===== src/rtl/fifo_wr_arbiter.sv =====
// Round-robin arbiter sharing one FIFO write port among NREQ producers.
// Each grant issues a single write, waits for the FIFO response, then pulses done or retries.
module fifo_wr_arbiter #(
    parameter int WIDTH = 16,
    parameter int NREQ  = 4
) (
    input  logic                    clk,
    input  logic                    rst_n,
    input  logic [NREQ-1:0]         req,
    input  logic [NREQ*WIDTH-1:0]   req_data,
    output logic [NREQ-1:0]         gnt,
    output logic [NREQ-1:0]         done,
    output logic                    fifo_wr_en,
    output logic [WIDTH-1:0]        fifo_data_in,
    input  logic                    fifo_full,
    input  logic                    fifo_wr_ack,
    input  logic                    fifo_overflow,
    output logic                    ovf_err,
    output logic                    busy
);

    localparam int IW = (NREQ > 1) ? $clog2(NREQ) : 1;
    localparam logic [IW-1:0] LAST_RST = IW'(NREQ - 1);

    typedef enum logic [1:0] {IDLE, WRITE, ACK} state_t;

    state_t            state_q, state_d;
    logic [NREQ-1:0]   gnt_q, gnt_d;
    logic [IW-1:0]     win_q, win_d;
    logic [IW-1:0]     last_q, last_d;
    logic              lock_q, lock_d;
    logic              ovf_q, ovf_d;
    logic              wr_en_q, wr_en_d;
    logic [WIDTH-1:0]  data_q, data_d;
    logic [IW:0]       pick_idle, pick_ack;
    logic              go_write;

    // Returns {found, index}; the search begins just after 'after' and visits 'after' itself last.
    function automatic logic [IW:0] rr_pick(input logic [NREQ-1:0] r, input logic [IW-1:0] after);
        logic [IW:0] res;
        int j;
        res = '0;
        for (int k = NREQ; k >= 1; k--) begin
            j = (int'(after) + k) % NREQ;
            if (r[j]) res = {1'b1, IW'(j)};
        end
        return res;
    endfunction

    always_comb begin
        pick_idle = rr_pick(req, last_q);
        pick_ack  = rr_pick(req & ~gnt_q, win_q);
        state_d   = state_q;
        gnt_d     = gnt_q;
        win_d     = win_q;
        last_d    = last_q;
        lock_d    = lock_q;
        data_d    = data_q;
        ovf_d     = ovf_q | ((state_q == ACK) && fifo_overflow);
        go_write  = 1'b0;
        done      = '0;
        case (state_q)
            IDLE: begin
                // A winner whose write was refused keeps priority until it completes.
                if (lock_q) begin
                    if (!fifo_full) go_write = 1'b1;
                end else if (pick_idle[IW] && !fifo_full) begin
                    win_d    = pick_idle[IW-1:0];
                    go_write = 1'b1;
                end
            end
            WRITE: state_d = ACK;
            ACK: begin
                if (fifo_wr_ack) begin
                    done   = gnt_q;
                    last_d = win_q;
                    if (pick_ack[IW] && !fifo_full) begin
                        win_d    = pick_ack[IW-1:0];
                        go_write = 1'b1;
                    end else begin
                        state_d = IDLE;
                        gnt_d   = '0;
                    end
                end else if (!fifo_full) begin
                    go_write = 1'b1;
                end else begin
                    state_d = IDLE;
                    lock_d  = 1'b1;
                end
            end
            default: state_d = IDLE;
        endcase
        if (go_write) begin
            state_d     = WRITE;
            gnt_d       = '0;
            gnt_d[win_d] = 1'b1;
            lock_d      = 1'b0;
            data_d      = req_data[int'(win_d)*WIDTH +: WIDTH];
        end
        wr_en_d = go_write;
    end

    always_ff @(posedge clk or negedge rst_n) begin
        if (!rst_n) begin
            state_q <= IDLE;
            gnt_q   <= '0;
            win_q   <= '0;
            last_q  <= LAST_RST;
            lock_q  <= 1'b0;
            ovf_q   <= 1'b0;
            wr_en_q <= 1'b0;
            data_q  <= '0;
        end else begin
            state_q <= state_d;
            gnt_q   <= gnt_d;
            win_q   <= win_d;
            last_q  <= last_d;
            lock_q  <= lock_d;
            ovf_q   <= ovf_d;
            wr_en_q <= wr_en_d;
            data_q  <= data_d;
        end
    end

    assign gnt          = gnt_q;
    assign fifo_wr_en   = wr_en_q;
    assign fifo_data_in = data_q;
    assign ovf_err      = ovf_q;
    assign busy         = (state_q != IDLE);

endmodule


===== config.mk =====
export PLATFORM = sky130hd
export DESIGN_NAME = fifo_wr_arbiter
export DESIGN_NICKNAME = d
export VERILOG_FILES = /design/src/rtl/fifo_wr_arbiter.sv
export SDC_FILE = /design/constraint.sdc
export NUM_CORES = 1
export LEC_CHECK = 0
export CAP_MARGIN = 20
export CORE_MARGIN = 2
export CORE_UTILIZATION = 42
export DETAILED_ROUTE_END_ITERATION = 8
export PLACE_DENSITY = 0.92
export RECOVER_POWER = 50
export SLEW_MARGIN = 10
export SYNTH_ARGS = -nofsm -noshare
export SYNTH_HDL_FRONTEND = slang
export SYNTH_SLANG_ARGS = --single-unit

===== constraint.sdc =====
create_clock -name clk -period 3.5 [get_ports clk]
set_input_delay 0.35 -clock clk [delete_from_list [all_inputs] [get_ports clk]]
set_output_delay 0.35 -clock clk [all_outputs]
set_load 0.01 [all_outputs]

==> results of run 1 <==
==> per-stage QoR <==
step           cells  area [µm²]  power [µW]  setup slack, ns
6_report         322        2870        1770            0.972
5_1_grt          322        2870        1880            0.787
4_1_cts          322        2880        1800            0.950
3_5_place_dp     314        2790        1530            0.667
3_3_place_gp     314        2790        1500            0.727
2_1_floorplan    174        1830        1170             1.47
==> area by class of cell <==
| cell class | instances | area (µm²) | share of cell area |
|---|---|---|---|
| sequential | 29 | 728 | 0.254 |
| timing repair buffer | 102 | 1010 | 0.352 |
| multi-input combinational | 129 | 970 | 0.338 |
| inverter | 4 | 15.0 | 0.00523 |
| clock inverter | 3 | 17.5 | 0.00610 |
| clock buffer | 5 | 68.8 | 0.0240 |
| tap | 50 | 62.6 | 0.0218 |
==> cell usage after synthesis (2+ instances only) <==
cell | n | share of area
nand2b_1 | 4 | 0.014
o21ai_0 | 4 | 0.011
inv_1 | 4 | 0.0082
o311a_1 | 2 | 0.011
nor2_1 | 23 | 0.047
clkbuf_2 | 2 | 0.0055
mux2i_1 | 33 | 0.18
a22o_1 | 4 | 0.019
nand2_1 | 6 | 0.012
o21bai_1 | 2 | 0.0082
buf_2 | 2 | 0.0055
a221oi_2 | 2 | 0.016
a31oi_1 | 2 | 0.0069
buf_6 | 2 | 0.012
nor2b_1 | 3 | 0.010
buf_12 | 2 | 0.022
dfrtp_1 | 27 | 0.37
dfstp_2 | 2 | 0.029
mux2_2 | 2 | 0.012
and2b_1 | 2 | 0.0082
a21oi_1 | 3 | 0.0082
a221oi_1 | 14 | 0.067
and3_1 | 3 | 0.010
nand3_1 | 3 | 0.0082
==> worst register-to-register path, cell delays in order, from the launching register on <==
cell and delay [ns]:
dfrtp_1 0.41, and2b_1 0.38, nand3b_2 0.12, a221o_1 0.27, nand3_1 0.08, and3_4 0.57
mux2i_1 0.17, a221oi_1 0.32
==> worst paths after layout <==
kind / start / end / slack, ns / cells after the start
worst min-delay path: ovf_err$_DFF_PN0_ / ovf_err$_DFF_PN0_ / 0.46 / 1
min in group asynchronous: rst_n / fifo_wr_en$_DFF_PN0_ / 0.99 / 2
worst max register to register: state_q[0]$_DFFE_PN0P_ / fifo_data_in[8]$_DFFE_PN0P_ / 1.09 / 7
worst max-delay path: req[1] / fifo_data_in[8]$_DFFE_PN0P_ / 0.97 / 7
worst min register to register: ovf_err$_DFF_PN0_ / ovf_err$_DFF_PN0_ / 0.46 / 1
max in group asynchronous: rst_n / fifo_data_in[11]$_DFFE_PN0P_ / 1.60 / 2
==> layer usage <==
layer | up-vias | track usage
met5 | - | 0
met2 | 92 | 0.376
li1 | 850 | -
met1 | 868 | 0.260
met4 | 0 | 0.0449
met3 | 9 | 0.0693
==> state kept, by name, indices dropped and copies added, names as in the netlist <==
register,cells
fifo_data_in,16
gnt,4
last_q,2
state_q,2
win_q,2
fifo_wr_en,1
lock_q,1
ovf_err,1
==> report_power, final <==
part / switching (µW) / internal, µW
Clock: 132 / 137
Combinational: 403 / 495
Sequential: 117 / 482
==> kinds of logic (layout without fill, tap and decap cells) <==
group,after synthesis,after routing,synth area share
AOI/OAI and AO/OA,42,42,0.189
muxes,35,35,0.193
buffers and inverters,16,114,0.0699
and+or+nand+nor,52,52,0.149
DFF,29,29,0.399
==> results_dict.tcl, run 1 <==
set metrics [dict create \
    clockBufferDepth 2 \
    antenna_left 0 \
    pin_count 100 \
    status "finished with violations" \
    yosysWarnings 0 \
    layout-drive-gt1-share 0.0809 \
    tightest_slew_ns 1.55 \
    antenna_found_initial 0 \
    grt_pass1_wl_um 8540 \
    cp-end-kind "flop" \
    whs_ns 0.457 \
    rows 23 \
    cp.arrival_ns 2.71 \
    fin_util 0.703 \
    ir_drop_mv 0.317 \
    diodes 0 \
    first_pass_iters 4 \
    syn_avg_cell_area_um2 10.5 \
    hold_class "flop to flop" \
    cp-start-kind "primary input" \
    grt_overflow 0 \
    violations "capacitance limit, slew limit" \
    fillers 336 \
    clock_sinks 29 \
    cts-root-buf "clkbuf_8" \
    slew_headroom -0.0324 \
    synthArstFlopShare 1.00 \
    drc 0 \
    clk_pin_slew_ns 0.07 \
    hpwl_um 3800 \
    synth_flop_cell "dfrtp_1" \
    setup_viol 0 \
    min_period_ns 2.53 \
    grt_start_max_net_pins 36 \
    tns_ns 0 \
    die_h_um 69.9 \
    finalCritPeriodShare 0.722 \
    skew_ns 0.00706 \
    post-cts-setup-buffer-count 0 \
    synth-seq-area-share 0.399 \
    worstPathCellList "clkdlybuf4s50_1, or4_4, nand3_2, o21bai_1, and3_4, mux2i_1, a221oi_1" \
    io_buffer_count 99 \
    synthToLayoutAreaGrowth_pct 57.3 \
    core_um2 4090 \
    grt_pass1_vias 1828 \
    path_buf_inv 1 \
    crit_slowest_cell "or4_4" \
    met1_length_um 1990 \
    hold_violations 0 \
    slew_viol_final 30 \
    synthCells 174 \
    synth_seq_cells 29 \
    die_x_um 69.9 \
    initialDrtViolationCount 77 \
    fin_nets 344 \
    p_leak_uw 0.00124 \
    powerDensity_nw_per_um2 615 \
    cts-resized-gates 0 \
    met2_length_um 2570 \
    rsz0062_at_grt "false" \
    wire_per_inst_um 15.8 \
    topRoutingLayerUsed "met4" \
    num_vias 1819 \
    via_per_inst 5.65 \
    syn-cell-area_um2 1830 \
    die_area_um2 4890 \
    gp_congestion 0.938 \
    track_usage 0.215 \
    crit_type "primary input to flop" \
    htreeDepth 2 \
    fmax_ghz 0.396 \
    hold_buffers 0 \
    maxCapViolCount 1 \
    layout_common_cells "clkdlybuf4s50_1 (89), mux2i_1 (33), dfrtp_1 (27), nor2_1 (23), a221oi_1 (14)" \
    synthesis.nets 247 \
    critical-path-top-delay-family "simple AND/OR/NAND/NOR gates" \
    ys_types 45 \
    slowest_delay_ns 0.59 \
    clock_latency_ns 0.28 \
    worstPathMaxFanout 35 \
    numCtsBuffers 5 \
    synth-edff-count 0 \
    final_common_cell "clkdlybuf4s50_1" \
    wl_met3_um 457 \
    crit_required_ns 3.68 \
    wl_um 5080 \
    cts_tree "done" \
    initial_utilization 0.447 \
]
Power figures use the tool's default switching activity.
==> inputs of run 2 (changes only) <==
--- a/config.mk
+++ b/config.mk
@@ -7,9 +7,9 @@
 export LEC_CHECK = 0
 export CAP_MARGIN = 20
 export CORE_MARGIN = 2
-export CORE_UTILIZATION = 42
+export CORE_UTILIZATION = 35
 export DETAILED_ROUTE_END_ITERATION = 8
-export PLACE_DENSITY = 0.92
+export PLACE_DENSITY = 0.82
 export RECOVER_POWER = 50
 export SLEW_MARGIN = 10
 export SYNTH_ARGS = -nofsm -noshare
==> constraint.sdc (replaced) <==
create_clock -name clk -period 2.3 [get_ports clk]
set_input_delay 0.23 -clock clk [delete_from_list [all_inputs] [get_ports clk]]
set_output_delay 0.23 -clock clk [all_outputs]
set_load 0.01 [all_outputs]
==> run 2 against run 1 <==
Combinational power rose by 68%. Clock power grew 69%. The run still ends with capacitance limit, slew limit left. Cell count increased by 12%. Largest cell class unchanged. Clock skew about the same. Register-to-register slack got worse by 0.93 ns. First-iteration DRC count decreased by 13%.
==> results_dict.tcl, run 2 (synthesized netlist as in run 1, its figures left out) <==
set metrics [dict create \
    final_common_cell "clkdlybuf4s50_1" \
    tightest_slew_ns 1.53 \
    antenna_left 0 \
    violations "capacitance limit, slew limit" \
    initial_utilization 0.360 \
    p_leak_uw 0.00134 \
    cts-resized-gates 0 \
    powerDensity_nw_per_um2 933 \
    hold_violations 0 \
    status "finished with violations" \
    worstPathCellList "and2b_2, nand2_1, a311oi_1, nand3_1, and3_4, buf_12, mux2i_1, a221oi_1" \
    largest_reg_flops 16 \
    slew_viol_final 30 \
    layout_common_cells "clkdlybuf4s50_1 (89), mux2i_1 (33), dfrtp_1 (27), nor2_1 (23), buf_4 (15)" \
    num_vias 1816 \
    r2r-start "state_q[0]$_DFFE_PN0P_" \
    fillers 456 \
    place_inst 352 \
    clock_latency_ns 0.28 \
    first_pass_iters 4 \
    die_x_um 76.2 \
    slew_headroom -0.0224 \
    fmax_ghz 0.468 \
    hold_buffers 0 \
    cts_tree "done" \
    fin_util 0.607 \
    wire_per_inst_um 14.3 \
    initialDrtViolationCount 67 \
    finalCritPeriodShare 0.929 \
    cp.arrival_ns 2.31 \
    diodes 0 \
    min_period_ns 2.14 \
    skew_ns 0.00710 \
    r2r_end "fifo_data_in[11]$_DFFE_PN0P_" \
    numCtsBuffers 5 \
    pin_count 100 \
    core_um2 5070 \
    postPlaceCellArea_um2 2990 \
    synthToLayoutAreaGrowth_pct 68.6 \
    whs_ns 0.450 \
    crit_slowest_cell "dfrtp_1" \
    cts-root-buf "clkbuf_8" \
    via_per_inst 5.04 \
    htreeDepth 2 \
    reg2reg_depth 8 \
    grt_start_max_net_pins 30 \
    grt_pass1_vias 1867 \
    fin_nets 362 \
    hpwl_um 4150 \
    layout-drive-gt1-share 0.134 \
    track_usage 0.184 \
    setup_viol 0 \
    rows 26 \
    crit_required_ns 2.48 \
    crit_type "flop to flop" \
    clockBufferDepth 2 \
    worstPathMaxFanout 16 \
    startpoint "state_q[0]$_DFFE_PN0P_" \
    hold_class "flop to flop" \
    clock_sinks 29 \
    multiInputGateArea_um2 971 \
    ff_latch_area_um2 728 \
    clk_pin_slew_ns 0.06 \
    rrSetupSlack_ns 0.16 \
    postLayoutCellArea_um2 3080 \
    final-instance-count-excl-fill 360 \
    drc 0 \
    cp-endpoint "fifo_data_in[11]$_DFFE_PN0P_" \
    grt_overflow 0 \
    post-cts-setup-buffer-count 0 \
    wl_um 5160 \
    cp-start-kind "flop" \
    die_area_um2 5810 \
    ir_drop_mv 0.527 \
    rsz0062_at_grt "false" \
    cp-end-kind "flop" \
    antenna_found_initial 0 \
    slowest_delay_ns 0.40 \
    grt_pass1_wl_um 8670 \
    gp_congestion 0.858 \
    die_h_um 76.2 \
    maxCapViolCount 1 \
    io_buffer_count 99 \
]
## run 2: stage by stage
stage / setup TNS (ns) / total power, µW / setup slack (ns)
floorplan: 0 / 1780 / 0.268
global placement: -0.284 / 2430 / -0.0492
detailed placement: -0.680 / 2460 / -0.102
CTS: 0 / 2930 / 0.0415
global route: 0 / 3070 / 0.00412
finish: 0 / 2870 / 0.163
## run 2: area by class of cell
cell class / instances / area share
Multi-Input combinational cell: 129 / 0.315
Tap cell: 70 / 0.0285
Clock inverter: 1 / 0.00163
Timing Repair Buffer: 120 / 0.382
Sequential cell: 29 / 0.237
Inverter: 4 / 0.00488
Clock buffer: 7 / 0.0313
## run 2: critical path, delay by kind of cell, from the launching register on
kind | cells | cell delay [ns]
flops | 1 | 0.40
compound gates | 2 | 0.61
simple gates | 4 | 0.74
mux | 1 | 0.13
buf+inv | 1 | 0.16
## run 2: worst min-delay path by stage
stage / cells after the start / start / to / slack (ns)
after floorplan: 0 / rst_n / fifo_data_in[0]$_DFFE_PN0P_ / -0.07
after global placement: 1 / ovf_err$_DFF_PN0_ / ovf_err$_DFF_PN0_ / 0.45
after detailed placement: 1 / ovf_err$_DFF_PN0_ / ovf_err$_DFF_PN0_ / 0.44
after CTS: 2 / rst_n / fifo_data_in[15]$_DFFE_PN0P_ / 0.34
after global routing: 1 / ovf_err$_DFF_PN0_ / ovf_err$_DFF_PN0_ / 0.51
final: 1 / ovf_err$_DFF_PN0_ / ovf_err$_DFF_PN0_ / 0.45
## run 2: power breakdown
part	internal, µW	total (µW)	switching, µW
Clock	270	454	184
Combinational	871	1510	643
Sequential	734	904	170
## run 2: routing by layer
layer	vias up	wire [µm]	track usage
met2	64	2660	0.328
li1	894	-	-
met1	851	2100	0.212
met3	7	342	0.0569
met4	0	57	0.0509
met5	-	0	0
